### src/rtl/lcd8080_bus_engine.sv
// lcd8080_bus_engine: 8080-style parallel LCD bus engine with timed write/read beats
// Ports: clk/rst (async active-high); req_valid/req_ready/req_rs/req_rd/req_data request port;
//        rsp_valid/rsp_data read response; busy = !req_ready;
//        lcd_cs_n/lcd_rs/lcd_wr_n/lcd_rd_n/lcd_d_out/lcd_d_oe/lcd_d_in panel pins.
module lcd8080_bus_engine #(
  parameter int BUS_W      = 16,
  parameter int SETUP_CYC  = 1,
  parameter int WR_LOW_CYC = 1,
  parameter int RD_LOW_CYC = 2,
  parameter int HOLD_CYC   = 1
) (
  input  logic             clk,
  input  logic             rst,
  input  logic             req_valid,
  output logic             req_ready,
  input  logic             req_rs,
  input  logic             req_rd,
  input  logic [15:0]      req_data,
  output logic             rsp_valid,
  output logic [15:0]      rsp_data,
  output logic             busy,
  output logic             lcd_cs_n,
  output logic             lcd_rs,
  output logic             lcd_wr_n,
  output logic             lcd_rd_n,
  output logic [BUS_W-1:0] lcd_d_out,
  output logic             lcd_d_oe,
  input  logic [BUS_W-1:0] lcd_d_in
);
  localparam int BEATS = (BUS_W == 8) ? 2 : 1;
  localparam int M_A   = (SETUP_CYC > HOLD_CYC) ? SETUP_CYC : HOLD_CYC;
  localparam int M_B   = (WR_LOW_CYC > RD_LOW_CYC) ? WR_LOW_CYC : RD_LOW_CYC;
  localparam int MAXP  = (M_A > M_B) ? M_A : M_B;
  localparam int CW    = $clog2(MAXP) + 1;

  if (!(BUS_W == 8 || BUS_W == 16) || SETUP_CYC < 1 || WR_LOW_CYC < 1 ||
      RD_LOW_CYC < 1 || HOLD_CYC < 1) begin : g_bad_params
    $fatal(1, "lcd8080_bus_engine: illegal parameters");
  end

  typedef enum logic [1:0] {IDLE, SETUP, STROBE, HOLD} state_t;

  state_t           r_state, w_next;
  logic [CW-1:0]    r_cnt, w_cnt_next;
  logic             r_beat, w_beat_next;
  logic             r_rs, r_rd, r_cs_n, r_wr_n, r_rd_n, r_oe, r_rsp_valid;
  logic [15:0]      r_data, r_rx, r_rsp_data;
  logic [BUS_W-1:0] r_d_out, w_d_first, w_d_second;
  logic [15:0]      w_rx_next;
  logic             w_accept, w_cnt_zero, w_last, w_end_strobe, w_end_xact, w_next_beat, w_rd_eff;
  logic [CW-1:0]    w_low;

  // 8-bit panels send the high byte first and shift read samples in MSB-first
  if (BUS_W == 8) begin : g_b8
    assign w_d_first  = req_data[15:8];
    assign w_d_second = r_data[7:0];
    assign w_rx_next  = {r_rx[7:0], lcd_d_in};
  end else begin : g_b16
    assign w_d_first  = req_data[BUS_W-1:0];
    assign w_d_second = r_data[BUS_W-1:0];
    assign w_rx_next  = lcd_d_in;
  end

  assign req_ready    = (r_state == IDLE) && !rst;
  assign busy         = !req_ready;
  assign w_accept     = req_valid && (r_state == IDLE);
  assign w_cnt_zero   = (r_cnt == '0);
  assign w_last       = (r_beat == 1'(BEATS - 1));
  assign w_low        = r_rd ? CW'(RD_LOW_CYC - 1) : CW'(WR_LOW_CYC - 1);
  assign w_end_strobe = (r_state == STROBE) && w_cnt_zero;
  assign w_end_xact   = (r_state == HOLD) && w_cnt_zero && w_last;
  assign w_next_beat  = (r_state == HOLD) && w_cnt_zero && !w_last;
  assign w_rd_eff     = w_accept ? req_rd : r_rd;

  always_comb begin
    w_next      = r_state;
    w_cnt_next  = r_cnt - 1'b1;
    w_beat_next = r_beat;
    case (r_state)
      IDLE: begin
        w_cnt_next = r_cnt;
        if (w_accept) begin
          w_next      = SETUP;
          w_cnt_next  = CW'(SETUP_CYC - 1);
          w_beat_next = 1'b0;
        end
      end
      SETUP: if (w_cnt_zero) begin
        w_next     = STROBE;
        w_cnt_next = w_low;
      end
      STROBE: if (w_cnt_zero) begin
        w_next     = HOLD;
        w_cnt_next = CW'(HOLD_CYC - 1);
      end
      default: if (w_cnt_zero) begin
        w_next      = w_last ? IDLE : SETUP;
        w_cnt_next  = CW'(SETUP_CYC - 1);
        w_beat_next = w_last ? r_beat : 1'b1;
      end
    endcase
  end

  always_ff @(posedge clk or posedge rst)
    if (rst) begin
      r_state <= IDLE;
      r_cnt   <= '0;
      r_beat  <= 1'b0;
    end else begin
      r_state <= w_next;
      r_cnt   <= w_cnt_next;
      r_beat  <= w_beat_next;
    end

  // Pins are registered from the next state so they line up with the state they belong to
  always_ff @(posedge clk or posedge rst)
    if (rst) begin
      r_cs_n      <= 1'b1;
      r_wr_n      <= 1'b1;
      r_rd_n      <= 1'b1;
      r_oe        <= 1'b0;
      r_rs        <= 1'b0;
      r_rd        <= 1'b0;
      r_data      <= '0;
      r_d_out     <= '0;
      r_rx        <= '0;
      r_rsp_valid <= 1'b0;
      r_rsp_data  <= '0;
    end else begin
      r_cs_n      <= (w_next == IDLE);
      r_wr_n      <= !((w_next == STROBE) && !r_rd);
      r_rd_n      <= !((w_next == STROBE) && r_rd);
      r_oe        <= (w_next != IDLE) && !w_rd_eff;
      r_rsp_valid <= w_end_xact && r_rd;
      if (w_accept) begin
        r_rs   <= req_rs;
        r_rd   <= req_rd;
        r_data <= req_data;
      end
      if (w_accept && !req_rd) r_d_out <= w_d_first;
      else if (w_next_beat && !r_rd) r_d_out <= w_d_second;
      if (w_end_strobe && r_rd) r_rx <= w_rx_next;
      if (w_end_xact && r_rd) r_rsp_data <= r_rx;
    end

  assign lcd_cs_n  = r_cs_n;
  assign lcd_rs    = r_rs;
  assign lcd_wr_n  = r_wr_n;
  assign lcd_rd_n  = r_rd_n;
  assign lcd_d_out = r_d_out;
  assign lcd_d_oe  = r_oe;
  assign rsp_valid = r_rsp_valid;
  assign rsp_data  = r_rsp_data;
endmodule

### config.mk
export PLATFORM = sky130hd
export DESIGN_NAME = lcd8080_bus_engine
export DESIGN_NICKNAME = d
export VERILOG_FILES = /design/src/rtl/lcd8080_bus_engine.sv
export SDC_FILE = /design/constraint.sdc
export NUM_CORES = 1
export LEC_CHECK = 0
export BUFFER_PORTS_ARGS = -buffer_cell sky130_fd_sc_hd__buf_2
export CAP_MARGIN = 25
export CORE_MARGIN = 2
export CORE_UTILIZATION = 42
export DETAILED_ROUTE_END_ITERATION = 8
export PLACE_DENSITY = 0.74
export SLEW_MARGIN = 10
export SYNTH_ARGS = -nofsm -noshare
export SYNTH_HDL_FRONTEND = slang
export SYNTH_SLANG_ARGS = --single-unit
export TNS_END_PERCENT = 30
### constraint.sdc
create_clock -name clk -period 1.48 [get_ports clk]
set_input_delay 0.074 -clock clk [delete_from_list [all_inputs] [get_ports clk]]
set_output_delay 0.074 -clock clk [all_outputs]
set_load 0.02 [all_outputs]
After elaboration in Yosys (flattened, before gate mapping)
Index checks and enable logic that the tools add are counted.
W data, S select, Z words.
Word-level totals
  bits in registers: 76
  bits of input ports: 37
  output and inout port bits: 40
Cells by class
  $add $sub $neg: 1
  equal/unequal tests: 5
  muxes and demuxes: 18
  bitwise logic cells: 2
  reduce and logical (&&, ||, !) cells: 28
Operator list (number)
  $mux W16: 2
  $mux W2: 7
  $logic_and A1 B1 Y1: 13
  $logic_not A1 Y1: 7
  $eq A2 B2 Y1 const B: 3
  $logic_not A2 Y1: 3
  $mux W1: 6
  $pmux W2 S3: 1
  $reduce_bool A2 Y1: 3
  $pmux W2 S2: 1
  $reduce_and A3 Y1: 1
  $eq A2 B1 Y1 const B: 1
  $ne A2 B2 Y1 const B: 1
  $not A1 Y1: 2
  $pmux W1 S2: 1
  $reduce_or A2 Y1: 1
  $sub A2 B1 Y2 const B: 1

Logic depth before layout (Yosys ltp)
Gate-level depths: netlist of the first run.
  depth in word-level cells: 7
  mapped depth: 5

Worst setup path after synthesis of the first run
No wires, ideal clock.
  path type: input to output
  start: input rst
  end: output req_ready
  arrival time: 2.082 ns
  data required time: 1.406 ns
  slack: -0.676 ns
  stages on the path: 3
  path buffers: 0
  path through: inv_1 nand2_1 inv_1
Between the ends
  word-level cells in the longest chain between the ends: 2
RTL lines
  from (decl): line 13  | input logic rst,
  $logic_not A1 Y1 (no line)
  $logic_and A1 B1 Y1: line 64  | assign req_ready = (r_state == IDLE) && !rst;
  to (decl): line 15  | output logic req_ready,
Every way passes these cells.

Worst setup path in the final report of the first run
  start: register r_state[1]
  end: output req_ready
Between the ends
  word-level cells in the longest chain between the ends: 2
RTL lines
  from (decl): line 43  | state_t r_state, w_next;
  from (signal assigned): line 110  | r_state <= w_next;
  $logic_not A2 Y1: line 64
  $logic_and A1 B1 Y1: line 64
Every way passes these cells.

==> impl_metrics.yaml, run 1 <==
finish:
  layout.nets: 316
  count_of_fill_cells_added_during_filler_insertion: 429
  layout.cells.non_filler: 356
  register_area_um2: 1483
  area_growth_syn_to_layout_pct: 48.50
  multi_input_area_um2: 860.8
  drive_above_1_share_pct: 60.56
  antennaDiodeCount: 0
  postLayoutCoreUtil_pct: 64.79
global_routing:
  maximum_number_of_pins_on_one_net_before_global_route_repair: 44
  grt_first_pass_wirelength_um: 8714
  grt_antenna_before_repair: 0
  first_global_vias: 1813
  globalRouteOverflowTotal: 0
  grt_util_all_layers_pct: 18.33
clocking:
  clock_transition_time_at_the_flip_flop_clock_pins_of_the_worst_setup_and_hold_paths_ps: 60
  insertion_delay_ps: 320
  numCtsBuffers: 9
  cts_tree: "yes"
  clockRootBuffer: "sky130_fd_sc_hd__clkbuf_8"
  ctsHtreeMaxLevel: 3
  clock_sink_count: 59
  cts.path.max_buffers: 2
power:
  power.leakage_nw: 1.749
  cellPowerDensity_nw_per_um2: 2343
  totalPowerFinal_w: 0.008410
  worst_ir_drop_vdd_mv: 1.101
floorplanning:
  start_util_pct: 43.63
  io_pins: 77
  num_rows: 27
  floorplan.die.height_um: 79.87
  die_area_um2: 6378
  fp.dieW_um: 79.87
  core_area_um2: 5540
placed_design:
  port-buffer-count: 76
  dpl_hpwl_um: 3292
  numPlacedInstances: 302
  finalWeightedCongestion: 0.8064
yosys:
  ys_top_cells_by_area: "sky130_fd_sc_hd__dfrtp_1 58%, sky130_fd_sc_hd__mux2_2 14%, sky130_fd_sc_hd__mux2_4 12%, sky130_fd_sc_hd__dfstp_2 3.3%, sky130_fd_sc_hd__buf_6 1.9%"
  post_synthesis_sequential_area_ratio_pct: 61.23
  post_synth_inst_count: 148
  synth.cell_area_um2: 2417
  post_synth_num_cell_types: 28
  syn_nets: 185
  synthesis.area_per_instance_um2: 16.33
  ys_warn_count: 0
  synth_most_common_cell: "sky130_fd_sc_hd__dfrtp_1"
  post_synth_most_frequent_cells: "56 x sky130_fd_sc_hd__dfrtp_1, 31 x sky130_fd_sc_hd__mux2_2, 19 x sky130_fd_sc_hd__mux2_4"
  async_reset_ff_share_pct: 100.0
  synth_edf_count: 0
  synth-seq-cells: 59
  synth_top_flop_cell: "sky130_fd_sc_hd__dfrtp_1"
  yosys.area.top_type_share_pct: 57.97
  yosysTopAreaCell: "sky130_fd_sc_hd__dfrtp_1"
worst_setup_path:
  worst-endpoint-arrival_ps: 1370
  criticalPathCategory: "flop to primary output"
  critical_path.top_delay_family: "flip-flops"
  critical_path.max_fanout: 7
  cp-start-kind: "flop"
  critical_path.endpoint_type: "primary output"
  critPathMaxStageDelay_ps: 450
  timing.critical_path.cells: "buf_4, nor2_4, nand2_4, inv_1, buf_2"
  worstPathRequired_ps: 1410
  slowest_stage: "sky130_fd_sc_hd__dfrtp_2"
  critical_path.n_buffers_inverters: 3
timing:
  rsz0062_at_grt: "yes"
  period_minus_ws_final_ps: 1447
  timing.final.crit_share_pct: 97.78
  finalSetupViolCount: 0
  fmaxAchievable_ghz: 0.6910
  final_layout_setup_total_negative_slack_ps: 0
  max_slew.worst_pin.slew_ps: 559.3
  final_max_slew_viol_count: 0
  report.final.hold_viol_count: 0
  worst_clock_skew_ps: 4.921
  slew_headroom_pct: 62.71
routing:
  detail_route.vias_per_cell: 4.671
  detailedRoute.firstIterationViolations: 70
  length_of_the_first_detailed_routing_pass_in_iterations: 4
  drt-total-wl_um: 5366
  total_number_of_vias: 1663
  routed_wl_per_cell_um: 15.07
  drc: 0
  postRouteAntennaNets: 0
flow_run:
  drv.max_cap_violation_count: 0
status:
  outcome: "finished, final reports clean"
min_path:
  timing.hold.worst.class: "input port to flop"
## stage by stage
stage / hold slack, ps / instance area (um2) / worst slack [ps]
after floorplan: 126.3 / 2429 / 7.637
after global placement: 183.9 / 2957 / 87.49
after detailed placement: 188.6 / 2957 / 36.63
after CTS: 129.0 / 3557 / 15.68
after global routing: 140.7 / 3590 / -34.19
final: 140.8 / 3590 / 32.82
## where the power goes
part	switching (W)	internal, W
registers	0.000467	0.00245
logic	0.00175	0.00197
clock network	0.000615	0.00116
total	0.00283	0.00558
## cells by family after synthesis
logic type | Yosys count | share of synthesized area, %
AO/OA/AOI/OAI | 7 | 2.123
AND/OR/NAND/NOR | 19 | 5.900
buffers and inverters | 12 | 4.140
multiplexers | 50 | 26.24
XOR/XNOR | 1 | 0.3624
flip-flops | 59 | 61.23
## cell type report
class	instances	share of cell area (%)
clock buffer	11	3.939
clock inverter	5	2.788
inverter	4	0.5228
multi-input combinational	77	23.98
sequential	59	41.30
tap	72	2.510
timing repair buffer	128	24.96
## tightest hold or removal path, delay by kind of cell
family,cells,cell delay [ps]
simple gates,1,160
compound gates,1,100
buf+inv,1,70
## per-layer routing
layer,vias up,global-route usage (%),part of all wire [%]
li1,779,-,-
met1,826,21.15,42
met2,52,31.43,52
met3,6,6.900,5.3
met4,0,5.932,0.78
met5,-,0,0
## cell usage in the layout, fill, tap and decap left out, types with 4 or more instances in the layout
| cell | count |
|---|---|
| sky130_fd_sc_hd__nor2_1 | 4 |
| sky130_fd_sc_hd__mux2_2 | 30 |
| sky130_fd_sc_hd__clkbuf_8 | 10 |
| sky130_fd_sc_hd__buf_4 | 14 |
| sky130_fd_sc_hd__dfrtp_1 | 54 |
| sky130_fd_sc_hd__buf_2 | 76 |
| sky130_fd_sc_hd__dlygate4sd3_1 | 35 |
| sky130_fd_sc_hd__mux2_4 | 20 |
## timing repair
| item | CTS | global route |
|---|---|---|
| gates resized for setup | 3 | 3 |
| hold buffers | 35 | 0 |
| endpoints found under the setup margin | 2 | 4 |
| hold endpoints to repair | 90 | 0 |
| setup buffers | 0 | 3 |
## state kept, by name (all words and copies together), names as in the netlist
name,flops
lcd_wr_n,1
lcd_d_out,16
r_rd,1
r_state,2
lcd_d_oe,1
rsp_valid,1
r_rx,16
lcd_rd_n,1
r_cnt,2
rsp_data,16
lcd_cs_n,1
lcd_rs,1
## worst paths after layout
kind | start | to | slack, ps | cells after the start
worst max-delay path | r_state[1] | req_ready | 30 | 5
worst max register to register | r_state[1] | rsp_data[11] | 60 | 5
worst min-delay path | req_rd | lcd_d_oe | 140 | 3
min in group asynchronous | rst | rsp_data[10] | 400 | 4
worst min register to register | r_rx[14] | r_rx[14] | 500 | 1
max in group asynchronous | rst | r_state[1] | 520 | 4
Note: power is estimated with default switching activity, not from simulation.
==> run 2: changes to the inputs <==
Settings changed: CELL_PAD_IN_SITES_DETAIL_PLACEMENT set to 0, CELL_PAD_IN_SITES_GLOBAL_PLACEMENT set to 1, CORE_UTILIZATION 42 to 36, CTS_BUF_LIST set to sky130_fd_sc_hd__clkbuf_8 sky130_fd_sc_hd__clkbuf_16, PLACE_DENSITY 0.74 to 0.77.
==> run 2 against run 1 <==
Effect of this change: the flow now finishes with violations (setup timing); first-iteration DRC count is 64% lower; clock power is 27% lower; sequential power hardly changed; global-route usage is 2.7 points lower; register-to-register slack worse by 80 ps; clock skew is 2.7 ps higher; via count is 1.9% lower; sequential share of layout area is 0.43 points lower; critical path depth stayed put; final cell count is 1.4% higher; critical endpoint is now lcd_d_out[0]; largest cell class unchanged.
==> impl_metrics.yaml, run 2 (synthesis results as in run 1) <==
worst_setup_path:
  critPathMaxStageDelay_ps: 410
  critical_path.max_fanout: 8
  worst-endpoint-arrival_ps: 1710
  slowest_stage: "sky130_fd_sc_hd__dfrtp_1"
  criticalPathCategory: "flop to flop"
  worst-r2r-setup-slack_ps: -20
  cp-start-kind: "flop"
  timing.critical_path.cells: "buf_6, nor3_4, buf_12, clkbuf_16, mux2_2"
  worstPathRequired_ps: 1700
  critical_path.endpoint_type: "flop"
  critical_path.top_delay_family: "buffers and inverters"
  critical_path.n_buffers_inverters: 3
clocking:
  ctsHtreeMaxLevel: 3
  numCtsBuffers: 9
  insertion_delay_ps: 330
  cts.path.max_buffers: 2
  clockRootBuffer: "sky130_fd_sc_hd__clkbuf_8"
  clock_sink_count: 59
  cts_tree: "yes"
  clock_transition_time_at_the_flip_flop_clock_pins_of_the_worst_setup_and_hold_paths_ps: 70
timing:
  max_slew.worst_pin.slew_ps: 302.8
  period_minus_ws_final_ps: 1496
  fmaxAchievable_ghz: 0.6684
  finalSetupViolCount: 6
  timing.final.ws_setup_ps: -16.01
  fin_worst_hold_slack_ps: 114.4
  slew_headroom_pct: 79.77
  final_max_slew_viol_count: 0
  report.final.hold_viol_count: 0
  worst_clock_skew_ps: 7.657
  timing.final.crit_share_pct: 101.1
  rsz0062_at_grt: "yes"
global_routing:
  first_global_vias: 1835
  grt_util_all_layers_pct: 15.63
  grt_first_pass_wirelength_um: 8845
  globalRouteOverflowTotal: 0
  grt_antenna_before_repair: 0
  maximum_number_of_pins_on_one_net_before_global_route_repair: 60
routing:
  detailedRoute.firstIterationViolations: 25
  length_of_the_first_detailed_routing_pass_in_iterations: 4
  detail_route.vias_per_cell: 4.518
  postRouteAntennaNets: 0
  drc: 0
  routed_wl_per_cell_um: 14.85
  total_number_of_vias: 1631
  drt-total-wl_um: 5360
finish:
  layout_commonest_cell: "sky130_fd_sc_hd__buf_2"
  most_frequent_cells_in_the_layout: "75 x sky130_fd_sc_hd__buf_2, 55 x sky130_fd_sc_hd__dfrtp_1, 35 x sky130_fd_sc_hd__dlygate4sd3_1"
  antennaDiodeCount: 0
  drive_above_1_share_pct: 59.86
  count_of_fill_cells_added_during_filler_insertion: 557
  layout.nets: 316
  postLayoutCoreUtil_pct: 56.44
  area_growth_syn_to_layout_pct: 49.95
power:
  cellPowerDensity_nw_per_um2: 2210
  worst_ir_drop_vdd_mv: 1.198
  power.leakage_nw: 1.763
floorplanning:
  start_util_pct: 37.64
  num_rows: 29
  die_area_um2: 7387
  floorplan.die.height_um: 85.95
  core_area_um2: 6422
  io_pins: 77
  fp.dieW_um: 85.95
placed_design:
  finalWeightedCongestion: 0.7430
  port-buffer-count: 76
  dpl_hpwl_um: 3231
min_path:
  timing.hold.worst.class: "input port to flop"
status:
  outcome: "finished, violations left"
  violated_checks: "setup timing"
flow_run:
  drv.max_cap_violation_count: 0
## run 2: changes by cell type in the layout (fill, tap and decap cells not counted), moves of 2 or more
cell                         before  now
sky130_fd_sc_hd__mux2_2          30   22
sky130_fd_sc_hd__mux2_4          20   28
sky130_fd_sc_hd__buf_4           14   10
sky130_fd_sc_hd__bufinv_16        3    0
sky130_fd_sc_hd__buf_12           3    5
sky130_fd_sc_hd__clkbuf_16        0    2
sky130_fd_sc_hd__clkinvlp_4       1    3
## run 2: final cells by class
type	instances	area (um2)	share of cell area, %
clock buffers	11	151.4	4.177
clock inverters	5	28.78	0.7939
inverters	4	18.77	0.5178
multi-input cells	77	885.9	24.44
flip-flops and latches	59	1481	40.87
well taps	77	96.34	2.658
repair buffers	128	962.2	26.54
## run 2: metal layers
layer	track usage [%]	share of wire, %
met5	0	0
met2	25.72	49
met3	7.892	7.5
met4	3.463	0.82
met1	18.34	43
## run 2: metrics by stage
stage               worst slack (ps)  std cells  power [W]  instance area [um2]  TNS [ps]
floorplan                      7.637        148   0.005416                 2429         0
global placement               87.98        304   0.006322                 2953         0
detailed placement             54.40        304   0.006428                 2953         0
CTS                            8.038        355   0.007868                 3492         0
global route                  -55.38        361   0.008547                 3625    -384.1
finish                        -16.01        361   0.008011                 3625    -34.74
## run 2: worst register-to-register path: cells and delay by family, from the launching register on
kind | cells | cell delay (ps)
DFF | 1 | 410
buffers and inverters | 3 | 440
muxes | 1 | 340
and+or+nand+nor | 1 | 190
## run 2: power by group
group / internal, W / switching (W) / total (W)
registers: 0.00245 / 0.000446 / 0.00290
logic: 0.00205 / 0.00176 / 0.00382
clock network: 0.000685 / 0.000608 / 0.00129
total: 0.00519 / 0.00282 / 0.00801
## run 2: repair_timing
action | in CTS | in global routing
hold endpoints to repair | 90 | 0
gates resized for setup | 3 | 11
gates cloned | 0 | 2
hold buffers | 35 | 0
setup endpoints to repair | 2 | 14
pin swaps | 0 | 1
buffers inserted | 0 | 4
## run 2: worst paths after layout
kind                               from           end  depth (start not counted)
max                          r_state[0]  lcd_d_out[0]                          5
min                              req_rd      lcd_d_oe                          3
max reg2reg                  r_state[0]  lcd_d_out[0]                          5
min reg2reg                rsp_data[10]  rsp_data[10]                          1
max in group asynchronous           rst      lcd_wr_n                          4
min in group asynchronous           rst    r_state[0]                          4
